$ cat src/rtl/bram_access_scheduler_if.sv
// bram_access_scheduler_if: PS/PL request channels, job control and shared BRAM port A.
// master = PS/PL/BRAM side driving requests; slave = the scheduler.
interface bram_access_scheduler_if #(
    parameter int ADDR_W = 8,
    parameter int DATA_W = 8
);
    logic              ps_req, ps_we, ps_gnt, ps_rvalid;
    logic [ADDR_W-1:0] ps_addr;
    logic [DATA_W-1:0] ps_wdata;
    logic              pl_req, pl_we, pl_gnt, pl_rvalid;
    logic [ADDR_W-1:0] pl_addr;
    logic [DATA_W-1:0] pl_wdata;
    logic              job_start, pl_start, pl_done, busy, timeout_err;
    logic              bram_we;
    logic [ADDR_W-1:0] bram_addr;
    logic [DATA_W-1:0] bram_wdata;
    modport master (
        output ps_req, ps_we, ps_addr, ps_wdata, pl_req, pl_we, pl_addr, pl_wdata, job_start, pl_done,
        input  ps_gnt, ps_rvalid, pl_gnt, pl_rvalid, pl_start, busy, timeout_err, bram_we, bram_addr, bram_wdata
    );
    modport slave (
        input  ps_req, ps_we, ps_addr, ps_wdata, pl_req, pl_we, pl_addr, pl_wdata, job_start, pl_done,
        output ps_gnt, ps_rvalid, pl_gnt, pl_rvalid, pl_start, busy, timeout_err, bram_we, bram_addr, bram_wdata
    );
endinterface

$ cat src/rtl/bram_access_scheduler.sv
// bram_access_scheduler: hands BRAM port A to the PS, or to the PL for one job at a time.
// Define BRAM_TIMEOUT_EN to build the PL-ownership watchdog (TIMEOUT cycles, sticky timeout_err).
module bram_access_scheduler #(
    parameter int ADDR_W  = 8,
    parameter int DATA_W  = 8,
    parameter int TIMEOUT = 255
) (
    input logic                    clk,
    input logic                    rst,
    bram_access_scheduler_if.slave bus
);
    typedef enum logic [2:0] {IDLE, PS_OWN, START, PL_OWN, RELEASE} state_t;
    state_t            r_state;
    logic              r_job_pending, r_ps_rvalid, r_pl_rvalid;
    logic              w_ps_gnt, w_pl_gnt, w_to_start, w_expire, w_bram_we;
    logic [ADDR_W-1:0] w_bram_addr;
    logic [DATA_W-1:0] w_bram_wdata;

    if (TIMEOUT < 1) begin : g_bad_timeout
        $error("TIMEOUT must be at least 1");
    end

    assign w_ps_gnt     = r_state == PS_OWN && bus.ps_req;
    assign w_pl_gnt     = r_state == PL_OWN && bus.pl_req;
    assign w_to_start   = r_state == PS_OWN && r_job_pending && !bus.ps_req;
    assign w_bram_we    = w_ps_gnt ? bus.ps_we    : w_pl_gnt ? bus.pl_we    : 1'b0;
    assign w_bram_addr  = w_ps_gnt ? bus.ps_addr  : w_pl_gnt ? bus.pl_addr  : '0;
    assign w_bram_wdata = w_ps_gnt ? bus.ps_wdata : w_pl_gnt ? bus.pl_wdata : '0;

    assign bus.ps_gnt     = w_ps_gnt;
    assign bus.pl_gnt     = w_pl_gnt;
    assign bus.bram_we    = w_bram_we;
    assign bus.bram_addr  = w_bram_addr;
    assign bus.bram_wdata = w_bram_wdata;
    assign bus.ps_rvalid  = r_ps_rvalid;
    assign bus.pl_rvalid  = r_pl_rvalid;
    assign bus.pl_start   = r_state == START;
    assign bus.busy       = r_job_pending || r_state == START || r_state == PL_OWN || r_state == RELEASE;

    // A job_start that lands while a job is already pending is simply absorbed.
    always_ff @(posedge clk or negedge rst) begin
        if (!rst) begin
            r_state       <= IDLE;
            r_job_pending <= 1'b0;
            r_ps_rvalid   <= 1'b0;
            r_pl_rvalid   <= 1'b0;
        end else begin
            r_ps_rvalid   <= w_ps_gnt && !bus.ps_we;
            r_pl_rvalid   <= w_pl_gnt && !bus.pl_we;
            r_job_pending <= w_to_start ? 1'b0 : r_job_pending || bus.job_start;
            case (r_state)
                IDLE:    r_state <= PS_OWN;
                PS_OWN:  if (w_to_start) r_state <= START;
                START:   r_state <= PL_OWN;
                PL_OWN:  if (bus.pl_done || w_expire) r_state <= RELEASE;
                default: r_state <= PS_OWN;
            endcase
        end
    end

`ifdef BRAM_TIMEOUT_EN
    localparam int WD_W = $clog2(TIMEOUT + 1);
    logic [WD_W-1:0] r_wd;
    logic            r_timeout_err;
    // r_wd holds completed PL_OWN cycles, so expiry fires on the TIMEOUT-th one; pl_done wins a tie.
    assign w_expire = r_state == PL_OWN && !bus.pl_done && r_wd == WD_W'(TIMEOUT - 1);
    always_ff @(posedge clk or negedge rst) begin
        if (!rst) begin
            r_wd          <= '0;
            r_timeout_err <= 1'b0;
        end else begin
            r_wd          <= r_state == PL_OWN ? r_wd + 1'b1 : '0;
            r_timeout_err <= r_state == START ? 1'b0 : r_timeout_err || w_expire;
        end
    end
    assign bus.timeout_err = r_timeout_err;
`else
    assign w_expire        = 1'b0;
    assign bus.timeout_err = 1'b0;
`endif
endmodule

$ cat src/flat_wrapper.sv
// flat-port wrapper written by rule: the top's interface ports become plain ports
module bram_access_scheduler_flat 
#(
    parameter int ADDR_W  = 8,
    parameter int DATA_W  = 8,
    parameter int TIMEOUT = 255
)
  (clk, rst, bus_ps_req, bus_ps_we, bus_ps_addr, bus_ps_wdata, bus_pl_req, bus_pl_we, bus_pl_addr, bus_pl_wdata, bus_job_start, bus_pl_done, bus_ps_gnt, bus_ps_rvalid, bus_pl_gnt, bus_pl_rvalid, bus_pl_start, bus_busy, bus_timeout_err, bus_bram_we, bus_bram_addr, bus_bram_wdata);
  bram_access_scheduler_if #(.ADDR_W(ADDR_W), .DATA_W(DATA_W)) bus_i ();
  input logic clk;
  input logic rst;
  input wire logic [$bits(bus_i.ps_req)-1:0] bus_ps_req;
  input wire logic [$bits(bus_i.ps_we)-1:0] bus_ps_we;
  input wire logic [$bits(bus_i.ps_addr)-1:0] bus_ps_addr;
  input wire logic [$bits(bus_i.ps_wdata)-1:0] bus_ps_wdata;
  input wire logic [$bits(bus_i.pl_req)-1:0] bus_pl_req;
  input wire logic [$bits(bus_i.pl_we)-1:0] bus_pl_we;
  input wire logic [$bits(bus_i.pl_addr)-1:0] bus_pl_addr;
  input wire logic [$bits(bus_i.pl_wdata)-1:0] bus_pl_wdata;
  input wire logic [$bits(bus_i.job_start)-1:0] bus_job_start;
  input wire logic [$bits(bus_i.pl_done)-1:0] bus_pl_done;
  output wire logic [$bits(bus_i.ps_gnt)-1:0] bus_ps_gnt;
  output wire logic [$bits(bus_i.ps_rvalid)-1:0] bus_ps_rvalid;
  output wire logic [$bits(bus_i.pl_gnt)-1:0] bus_pl_gnt;
  output wire logic [$bits(bus_i.pl_rvalid)-1:0] bus_pl_rvalid;
  output wire logic [$bits(bus_i.pl_start)-1:0] bus_pl_start;
  output wire logic [$bits(bus_i.busy)-1:0] bus_busy;
  output wire logic [$bits(bus_i.timeout_err)-1:0] bus_timeout_err;
  output wire logic [$bits(bus_i.bram_we)-1:0] bus_bram_we;
  output wire logic [$bits(bus_i.bram_addr)-1:0] bus_bram_addr;
  output wire logic [$bits(bus_i.bram_wdata)-1:0] bus_bram_wdata;
  assign bus_i.ps_req = bus_ps_req;
  assign bus_i.ps_we = bus_ps_we;
  assign bus_i.ps_addr = bus_ps_addr;
  assign bus_i.ps_wdata = bus_ps_wdata;
  assign bus_i.pl_req = bus_pl_req;
  assign bus_i.pl_we = bus_pl_we;
  assign bus_i.pl_addr = bus_pl_addr;
  assign bus_i.pl_wdata = bus_pl_wdata;
  assign bus_i.job_start = bus_job_start;
  assign bus_i.pl_done = bus_pl_done;
  assign bus_ps_gnt = bus_i.ps_gnt;
  assign bus_ps_rvalid = bus_i.ps_rvalid;
  assign bus_pl_gnt = bus_i.pl_gnt;
  assign bus_pl_rvalid = bus_i.pl_rvalid;
  assign bus_pl_start = bus_i.pl_start;
  assign bus_busy = bus_i.busy;
  assign bus_timeout_err = bus_i.timeout_err;
  assign bus_bram_we = bus_i.bram_we;
  assign bus_bram_addr = bus_i.bram_addr;
  assign bus_bram_wdata = bus_i.bram_wdata;
  bram_access_scheduler #(.ADDR_W(ADDR_W), .DATA_W(DATA_W), .TIMEOUT(TIMEOUT)) u_core (.clk(clk), .rst(rst), .bus(bus_i));
endmodule
$ cat config.mk
export PLATFORM = sky130hd
export DESIGN_NAME = bram_access_scheduler_flat
export DESIGN_NICKNAME = d
export VERILOG_FILES = /design/src/rtl/bram_access_scheduler_if.sv /design/src/rtl/bram_access_scheduler.sv /design/src/flat_wrapper.sv
export SDC_FILE = /design/constraint.sdc
export NUM_CORES = 1
export LEC_CHECK = 0
export BUFFER_PORTS_ARGS = -buffer_cell sky130_fd_sc_hd__buf_2
export CAP_MARGIN = 20
export CORE_AREA = 2 2 46 48
export DETAILED_ROUTE_END_ITERATION = 6
export DIE_AREA = 0 0 48 50
export GPL_TIMING_DRIVEN = 1
export PLACE_DENSITY_LB_ADDON = 0.25
export SKIP_LAST_GASP = 1
export SLEW_MARGIN = 20
export SYNTH_ARGS = -nofsm -noshare
export SYNTH_HDL_FRONTEND = slang
export SYNTH_SLANG_ARGS = --single-unit
$ cat constraint.sdc
create_clock -name clk -period 1.13 [get_ports clk]
set_input_delay 0.113 -clock clk [delete_from_list [all_inputs] [get_ports clk]]
set_output_delay 0.113 -clock clk [all_outputs]
set_load 0.03 [all_outputs]
==> out/metrics.csv <==
metric;value;unit
cts_tree;built;
grt_pass1_vias;687;
cp.arrival;1.43;ns
setup_viol;24;
grt_pass1_wl;2.711;mm
cp.required;1.02;ns
synthDominantCellAreaShare;0.3077;
p_leak;0.6038;nW
wl;1.736;mm
die-width;48;um
critPathKind;register to output port;
drv_cap;0;
clock_latency;0.23;ns
place_inst;139;
finClkSkew;0.002754;ns
start_kind;register;
ys_ff_latch;6;
layout_common_cells;buf_2, buf_4, a22o_2, a22o_4, dfrtp_1;
synthesis.area;488.0;um^2
fmax;0.6483;GHz
core;1902;um^2
drc;0;
status;finished with violations;
fin_nets;162;
antenna_found_initial;0;
postSynthCellCount;49;
ios;64;
failed_checks;setup timing;
mostFrequentLayoutCell;buf_2;
period_minus_slack;1.542;ns
end_kind;output port;
dpl_worst_slack;-0.1888;ns
clock-sinks;6;
cts_buffers;3;
period_share;1.365;
slew_viol_final;0;
ys_types;18;
grt-ovfl-total;0;
cts.clk_slew.worst_paths;0.04;ns
synth_nets;89;
syn_avg_cell_area;9.959;um^2
routabilityCongestion;0.7870;
clockBufferDepth;2;
rows;16;
wl_per_cell;11.81;um
drtAntennaViolNets;0;
place_hpwl;1.333;mm
yosys.area.top_type;dfrtp_1;
avgViaCountPerCell;4.585;
htreeDepth;1;
hold_slack;0.04502;ns
yosysSeqAreaShare;0.3077;
hold_viol_final;0;
worst_slack;-0.4125;ns
worstPathMaxFanout;19;
first_pass_iters;3;
clockRootBuffer;clkbuf_4;
hp-class;primary input to register;
design_area;1090;um^2
start_util;0.2566;
dpl_cell_area;942.2;um^2
synth.area.top_cells;dfrtp_1, a22o_1, buf_6, and2b_1, buf_4;
die_area;2400;um^2
die_h;50;um
grt.total_usage;0.1564;
synth-warning-count;0;
power;2.590;mW
via_count;674;
rsz0062_at_grt;true;
drive_above_1_share;0.8083;
grt_start_max_net_pins;20;
io_buffer_count;62;
ir_drop;1038;uV
final_cells;147;
p_per_area;2376;nW/um^2
syn_to_final_growth;123.3;%
drt-initial-drc-count;4;
antenna_cells;0;
==> state kept, by name (all words and copies together), names as in the netlist <==
register              cells
u_core.r_state            3
u_core.bus.ps_rvalid      1
u_core.bus.pl_rvalid      1
u_core.r_job_pending      1
==> metrics by stage <==
stage               utilization  TNS, ns
finish                   0.5730   -8.249
global route             0.5730   -9.690
CTS                      0.5586   -8.766
detailed placement       0.4954   -3.186
global placement         0.4954   -2.968
floorplan                     -   -2.618
==> cell families (layout without fill, tap and decap cells) <==
kind of cell,after synthesis,in the layout,synth area share
AND/OR/NAND/NOR,14,14,0.2000
flip-flops,6,6,0.3077
AO/OA/AOI/OAI,22,22,0.3743
other,1,1,0.007685
buffers and inverters,6,77,0.1102
==> critical path, cell delays in order (launching register included) <==
cell and delay [ns]:
dfrtp_1 0.38, and4b_1 0.23, buf_12 0.16, a22o_2 0.26, buf_4 0.16
==> layout make-up <==
type                    count  area (um^2)
clock buffers               3        22.52
fillers                   175        812.0
multi-input cells          37        386.6
flip-flops and latches      6        150.1
well taps                  27        33.78
repair buffers             74        496.7
==> synth_stat cells (all sizes together) <==
master,n
conb,1
and4bb,1
a31oi,2
o21ai,1
nor3b,2
and2,2
buf,6
dfrtp,6
a211o,1
and3b,1
o21a,1
nor2b,2
nor2,3
and2b,2
a22o,17
and4b,1
==> layer usage <==
layer / up-vias / GRT usage / wire, um
met5: - / 0 / 0
met4: 0 / 0.06757 / 0
met3: 0 / 0.02198 / 130
met2: 32 / 0.2822 / 988
met1: 309 / 0.1682 / 617
li1: 333 / - / -
==> path summary, 6_finish.rpt <==
| check | cells after the start | slack [ns] | endpoint | startpoint |
|---|---|---|---|---|
| min in group asynchronous | 2 | 0.25 | u_core.r_job_pending | rst |
| setup / recovery | 4 | -0.41 | bus_bram_wdata[5] | u_core.r_state[1] |
| hold reg to reg | 1 | 0.54 | u_core.r_job_pending | u_core.r_job_pending |
| hold / removal | 2 | 0.05 | u_core.bus.pl_rvalid | bus_pl_we |
| max in group asynchronous | 2 | 0.74 | u_core.bus.ps_rvalid | rst |
| setup reg to reg | 5 | -0.11 | u_core.r_job_pending | u_core.r_state[0] |
==> repair_timing <==
| item | CTS | global route |
|---|---|---|
| buffers inserted | 3 | 1 |
| endpoints found under the hold margin | 6 | 0 |
| resized for setup | 24 | 6 |
| endpoints found under the setup margin | 21 | 26 |
| hold buffers | 1 | 0 |
| pin swaps | 3 | 5 |
| gates cloned | 0 | 0 |
==> where the power goes <==
part | switching [mW] | total, mW | internal, mW
combinational | 1.05 | 2.07 | 1.02
clock | 0.0647 | 0.184 | 0.119
sequential | 0.0514 | 0.337 | 0.286
Power figures use the tool's default switching activity.
